===== config.mk =====
export PLATFORM = sky130hd
export DESIGN_NAME = stereo_match_tm
export DESIGN_NICKNAME = d
export VERILOG_FILES = /design/src/rtl/stereo_tm_pkg.sv /design/src/rtl/census_hamming.sv /design/src/rtl/stereo_match_tm.sv
export SDC_FILE = /design/constraint.sdc
export NUM_CORES = 2
export LEC_CHECK = 0
export CORE_UTILIZATION = 40
export CTS_BUF_LIST = sky130_fd_sc_hd__clkbuf_4 sky130_fd_sc_hd__clkbuf_8
export DETAILED_ROUTE_END_ITERATION = 8
export GPL_TIMING_DRIVEN = 0
export MAX_ROUTING_LAYER = met4
export PLACE_DENSITY = 0.65
export SYNTH_ARGS = -nofsm -noshare
export SYNTH_HDL_FRONTEND = slang
export SYNTH_SLANG_ARGS = --single-unit

===== constraint.sdc =====
create_clock -name i_clk -period 125.5 [get_ports i_clk]
set_input_delay 25.1 -clock i_clk [delete_from_list [all_inputs] [get_ports i_clk]]
set_output_delay 25.1 -clock i_clk [all_outputs]
set_load 0.02 [all_outputs]

===== src/rtl/stereo_tm_pkg.sv =====
// Shared types and width helpers for the time-multiplexed census stereo matcher.
package stereo_tm_pkg;

   typedef enum logic [1:0] {StIdle, StScan, StEmit} state_t;

   localparam int unsigned COST_MAX = 24;

   function automatic int unsigned disp_bits(input int unsigned d);
      return (d > 1) ? $clog2(d) : 1;
   endfunction

   function automatic int unsigned cost_bits(input int unsigned cw);
      return $clog2(cw + 1);
   endfunction

endpackage


===== src/rtl/census_hamming.sv =====
// Hamming distance between two census codes: XOR followed by popcount.
module census_hamming
   import stereo_tm_pkg::*;
#(
   parameter int unsigned CW = COST_MAX,
   localparam int unsigned CBIT = cost_bits(CW)
) (
   input  logic [CW-1:0]   code_a,
   input  logic [CW-1:0]   code_b,
   output logic [CBIT-1:0] cost
);

   logic [CW-1:0] diff;

   always_comb begin
      diff = code_a ^ code_b;
      cost = '0;
      for (int i = 0; i < CW; i++) begin
         cost = cost + CBIT'(diff[i]);
      end
   end

endmodule


===== src/rtl/stereo_match_tm.sv =====
// Census stereo matcher: scans D disparities with P Hamming lanes over D/P cycles,
// emits a winner-take-all disparity and a uniqueness-based confidence flag.
module stereo_match_tm
   import stereo_tm_pkg::*;
#(
   parameter int unsigned D = 64,
   parameter int unsigned P = 8,
   parameter int unsigned CW = COST_MAX,
   localparam int unsigned DBIT = disp_bits(D),
   localparam int unsigned CBIT = cost_bits(CW)
) (
   input  logic            i_clk,
   input  logic            i_rstn,
   input  logic [CW-1:0]   i_code_l,
   input  logic [CW-1:0]   i_code_r,
   input  logic            i_dval,
   input  logic            i_eol,
   input  logic [CBIT-1:0] i_uniq_margin,
   output logic            o_ready,
   output logic            o_dval,
   output logic [DBIT-1:0] o_data,
   output logic            o_conf
);

   localparam int unsigned K = D / P;
   localparam int unsigned KBIT = (K > 1) ? $clog2(K) : 1;

   state_t state_q, state_d;

   logic [CW-1:0]   code_l_q;
   logic [CBIT-1:0] margin_q;
   logic [CW-1:0]   rbuf_q [D];
   logic [DBIT-1:0] col_q;
   logic [DBIT-1:0] pix_col_q;
   logic [KBIT-1:0] k_q;
   logic [CBIT-1:0] best_q, second_q;
   logic [DBIT-1:0] best_d_q;

   logic [CBIT-1:0] best_n, second_n;
   logic [DBIT-1:0] best_d_n;
   logic [CBIT-1:0] lane_cost [P];
   logic [DBIT-1:0] lane_d [P];
   logic [CBIT:0]   gap;
   logic            conf;
   logic            accept;

   assign o_ready = (state_q == StIdle);
   assign accept  = i_dval & o_ready;

   for (genvar j = 0; j < P; j++) begin : g_lane
      assign lane_d[j] = DBIT'(int'(k_q) * int'(P) + j);
      census_hamming #(.CW(CW)) u_ham (
         .code_a (code_l_q),
         .code_b (rbuf_q[lane_d[j]]),
         .cost   (lane_cost[j])
      );
   end

   // Lanes fold in ascending d so ties keep the lower disparity.
   always_comb begin
      best_n   = best_q;
      second_n = second_q;
      best_d_n = best_d_q;
      for (int j = 0; j < P; j++) begin
         if (lane_d[j] <= pix_col_q) begin
            if (lane_cost[j] < best_n) begin
               second_n = best_n;
               best_n   = lane_cost[j];
               best_d_n = lane_d[j];
            end else if (lane_cost[j] < second_n) begin
               second_n = lane_cost[j];
            end
         end
      end
   end

   assign gap  = {1'b0, second_q} - {1'b0, best_q};
   assign conf = (gap >= {1'b0, margin_q});

   always_comb begin
      state_d = state_q;
      unique case (state_q)
         StIdle:  if (i_dval) state_d = StScan;
         StScan:  if (k_q == KBIT'(K - 1)) state_d = StEmit;
         StEmit:  state_d = StIdle;
         default: state_d = StIdle;
      endcase
   end

   always_ff @(posedge i_clk) begin
      if (!i_rstn) begin
         state_q   <= StIdle;
         code_l_q  <= '0;
         margin_q  <= '0;
         col_q     <= '0;
         pix_col_q <= '0;
         k_q       <= '0;
         best_q    <= '0;
         second_q  <= '0;
         best_d_q  <= '0;
         o_dval    <= 1'b0;
         o_data    <= '0;
         o_conf    <= 1'b0;
         for (int d = 0; d < D; d++) rbuf_q[d] <= '0;
      end else begin
         state_q <= state_d;
         o_dval  <= 1'b0;
         case (state_q)
            StIdle: begin
               if (accept) begin
                  code_l_q  <= i_code_l;
                  margin_q  <= i_uniq_margin;
                  rbuf_q[0] <= i_code_r;
                  for (int d = 1; d < D; d++) rbuf_q[d] <= rbuf_q[d-1];
                  best_q    <= CBIT'(CW);
                  second_q  <= CBIT'(CW);
                  best_d_q  <= '0;
                  k_q       <= '0;
                  pix_col_q <= col_q;
                  if (i_eol) col_q <= '0;
                  else if (col_q != DBIT'(D - 1)) col_q <= col_q + DBIT'(1);
               end
            end
            StScan: begin
               best_q   <= best_n;
               second_q <= second_n;
               best_d_q <= best_d_n;
               k_q      <= k_q + KBIT'(1);
            end
            StEmit: begin
               o_dval <= 1'b1;
               o_data <= best_d_q;
               o_conf <= conf;
            end
            default: ;
         endcase
      end
   end

endmodule


==> results.json <==
{
  "status": "finished, violations left",
  "violations": "max-capacitance violations, max-slew violations",
  "dr.first_iter.drc_count": 8163,
  "synth-seq-area-share": 0.592,
  "timing.fmax_ghz": 0.0348,
  "clockBufferDepth": 4,
  "worstPathMaxFanout": 68,
  "final_cell_area_um2": 90700,
  "clk_latency_ps": 1080,
  "ant_nets": 0,
  "port_buffers": 64,
  "clock_skew_ps": 111,
  "area.growth.synth_to_final_pct": 12.8,
  "synth.area.mux_share": 0.135,
  "min_to": "o_data[0]$_SDFFE_PN0P_",
  "coreArea_um2": 200000,
  "die_x_um": 450,
  "hold_path.class": "reg -> reg",
  "hpwl_um": 228000,
  "drive_above_1_share": 0.151,
  "synth_top_family_by_area": "simple AND/OR/NAND/NOR gates",
  "synth_top_area_share": 0.574,
  "start_util": 0.403,
  "reg2regPathDepth": 83,
  "r2r-end": "best_q[2]$_SDFFE_PN0P_",
  "async_flop_share": 0,
  "n_fill_cell": 17779,
  "ys.flop_type": "edfxtp_1",
  "routed_wl_um": 301000,
  "min_period_over_period": 0.229,
  "tritoncts": "built",
  "finalSetupViolations": 0,
  "hold_violations": 0,
  "io_pins": 66,
  "holdBufCountCts": 0,
  "slowest_stage": "clkbuf_1",
  "synth-warning-count": 0,
  "worstPathCellList": "clkbuf_1 -> clkbuf_1 -> clkbuf_1 -> nand2_4 -> buf_16 -> buf_16 -> buf_16 -> buf_16 -> buf_16",
  "core.rowCount": 164,
  "syn_inst": 5465,
  "max_cap_violations": 3,
  "via_per_inst": 5.92,
  "wl_per_cell_um": 34.6,
  "crit_top_cell": "buf_16",
  "synth_compound_area_frac": 0.0286,
  "worstHoldPathCells": 2,
  "synth-edff-count": 1536,
  "slowest_delay_ps": 920,
  "slew_headroom": -0.0413,
  "synth_seq_cells": 1609,
  "slew_violations": 22,
  "numClockSinks": 1609,
  "crit_buf_inv": 8,
  "antenna_found_initial": 45,
  "synthTopCellsByArea": "edfxtp_1 57%, and2_1 12%, mux4_2 11%",
  "path_delay_family": "buffers and inverters",
  "drc": 0,
  "synth_xor_xnor_area_share": 0.0234,
  "grt_pass1_wl_um": 407000,
  "rsz0062_at_grt": "false",
  "grt-ovfl-total": 0,
  "worst_ep_arrival_time_ps": 29420,
  "syn-num-nets": 5791,
  "die_y_um": 450,
  "hold_ws_ps": 471,
  "yosys.area.top_type": "edfxtp_1",
  "required_ps": 126200,
  "critPathKind": "in -> reg",
  "synth-adder-area-share": 0.0552,
  "ctsResizeCount": 0,
  "path_clk_slew_ps": 50,
  "synth_area_um2": 80400,
  "numCtsBuffers": 288,
  "grt_max_degree": 75,
  "synthDistinctLibCells": 86,
  "finalNetCount": 6179,
  "worstHoldStart": "o_data[0]$_SDFFE_PN0P_",
  "reg2reg_slack_ps": 101370,
  "cts-htree-levels": 5,
  "firstDrtPassIters": 6,
  "first_global_vias": 49673,
  "endpoint_kind": "flip-flop",
  "tightest_slew_ps": 1560,
  "die-area_um2": 203000,
  "ctsRootBufferMaster": "clkbuf_8",
  "via_count": 51521,
  "place_area_um2": 85200,
  "synth-simple-area-share": 0.140,
  "finalCriticalPeriod_ps": 28720,
  "post-cts-setup-buffers": 0,
  "start_kind": "input pin",
  "syn_avg_cell_area_um2": 14.7,
  "grt_use_total": 0.303,
  "setup_tns_ps": 0,
  "gp_congestion": 1.00
}
-- sequential cells by signal, summed over array words and instances (netlist names), named ones only --
register	count
k_q	3
rbuf_q	1536
margin_q	5
o_conf	1
code_l_q	24
best_q	5
second_q	5
o_dval	1
col_q	6
best_d_q	6
o_data	6
pix_col_q	6
state_q	2
-- layer usage --
metal,GRT usage,routed length [um],vias up
met3,0.0473,28400,621
met4,0.187,21700,0
li1,-,-,20560
met1,0.401,117000,26921
met2,0.439,134000,3419
met5,-,0,-
-- cells by family after synthesis --
logic type | count (synthesis)
simple gates | 1878
flops | 1609
mux | 603
buf+inv | 562
compound gates | 325
fa+ha+maj | 273
xor+xnor | 215
-- per-stage QoR --
stage | std cells | setup slack (ps) | utilization
floorplan | 5465 | 64590 | -
global placement | 8185 | 47530 | 0.423
detailed placement | 8216 | 95920 | 0.427
CTS | 8687 | 97000 | 0.454
global route | 8693 | 96860 | 0.454
finish | 8705 | 96780 | 0.454
-- worst reg2reg max path: cells and delay by family, from the launching register on --
| kind | cells | cell delay, ps |
|---|---|---|
| compound gates | 36 | 8240 |
| fa+ha+maj | 15 | 6080 |
| buf+inv | 13 | 4790 |
| simple gates | 14 | 2680 |
| mux | 3 | 990 |
| xor+xnor | 2 | 920 |
| flops | 1 | 350 |
-- cell type report --
cell class              count  area [um^2]  share of cell area
clock inverters            95          724             0.00799
inverters                 224          841             0.00927
diodes                     15         37.5            0.000414
well taps                2656         3320              0.0366
flip-flops and latches   1609        47600               0.525
plain buffers             338         1320              0.0146
clock buffers             376         4690              0.0517
repair buffers             98         1490              0.0165
multi-input cells        3294        30700               0.338
-- cells in the final DEF, fill, tap and decap left out, types with 17 or more instances in the layout --
| cell type | count |
|---|---|
| clkinv_2 | 25 |
| o21ai_0 | 53 |
| xnor2_1 | 117 |
| ha_1 | 132 |
| a21boi_0 | 47 |
| edfxtp_1 | 1536 |
| a21o_1 | 32 |
| buf_1 | 69 |
| clkbuf_4 | 78 |
| nand2_1 | 154 |
| and2_1 | 1550 |
| fa_1 | 137 |
| nand3_1 | 22 |
| clkdlybuf4s50_1 | 64 |
| mux4_2 | 384 |
| inv_1 | 224 |
| nor2b_1 | 23 |
| clkbuf_8 | 299 |
| nor3_1 | 17 |
| a21oi_1 | 59 |
| buf_16 | 26 |
| xor2_1 | 98 |
| clkinv_1 | 47 |
| nor2_1 | 49 |
| mux2i_1 | 212 |
| clkbuf_1 | 243 |
| dfxtp_1 | 73 |
-- Yosys cell counts, types with 5 or more instances --
| cell type | number |
|---|---|
| a211o_1 | 5 |
| a21boi_0 | 47 |
| a21o_1 | 32 |
| a21oi_1 | 59 |
| a22oi_1 | 11 |
| a31oi_1 | 10 |
| and2_1 | 1550 |
| and3_1 | 9 |
| buf_1 | 82 |
| clkbuf_1 | 247 |
| dfxtp_1 | 73 |
| edfxtp_1 | 1536 |
| fa_1 | 137 |
| ha_1 | 132 |
| inv_1 | 224 |
| mux2_2 | 6 |
| mux2i_1 | 212 |
| mux4_2 | 384 |
| nand2_1 | 155 |
| nand2b_1 | 16 |
| nand3_1 | 22 |
| nand4_1 | 14 |
| nor2_1 | 49 |
| nor2b_1 | 23 |
| nor3_1 | 17 |
| o2111ai_1 | 6 |
| o211ai_1 | 12 |
| o21ai_0 | 53 |
| o21ai_1 | 12 |
| o22ai_1 | 6 |
| o31ai_1 | 5 |
| xnor2_1 | 117 |
| xor2_1 | 98 |
-- worst max path at each step --
stage | from | endpoint | slack [ps] | cells after the start
after floorplan | i_dval | rbuf_q[0][0]$_SDFFCE_PN0P_ | 64590 | 4
after global placement | i_rstn | rbuf_q[0][5]$_SDFFCE_PN0P_ | 47530 | 4
after detailed placement | i_rstn | rbuf_q[0][4]$_SDFFCE_PN0P_ | 95920 | 9
after CTS | i_rstn | rbuf_q[25][4]$_SDFFCE_PN0P_ | 97000 | 9
after global routing | i_rstn | rbuf_q[18][3]$_SDFFCE_PN0P_ | 96860 | 9
final | i_rstn | rbuf_q[8][4]$_SDFFCE_PN0P_ | 96780 | 9
Power is left out: the tool's default activity adds up to more than one toggle a clock period on the data nets, which glitch-free logic cannot reach.
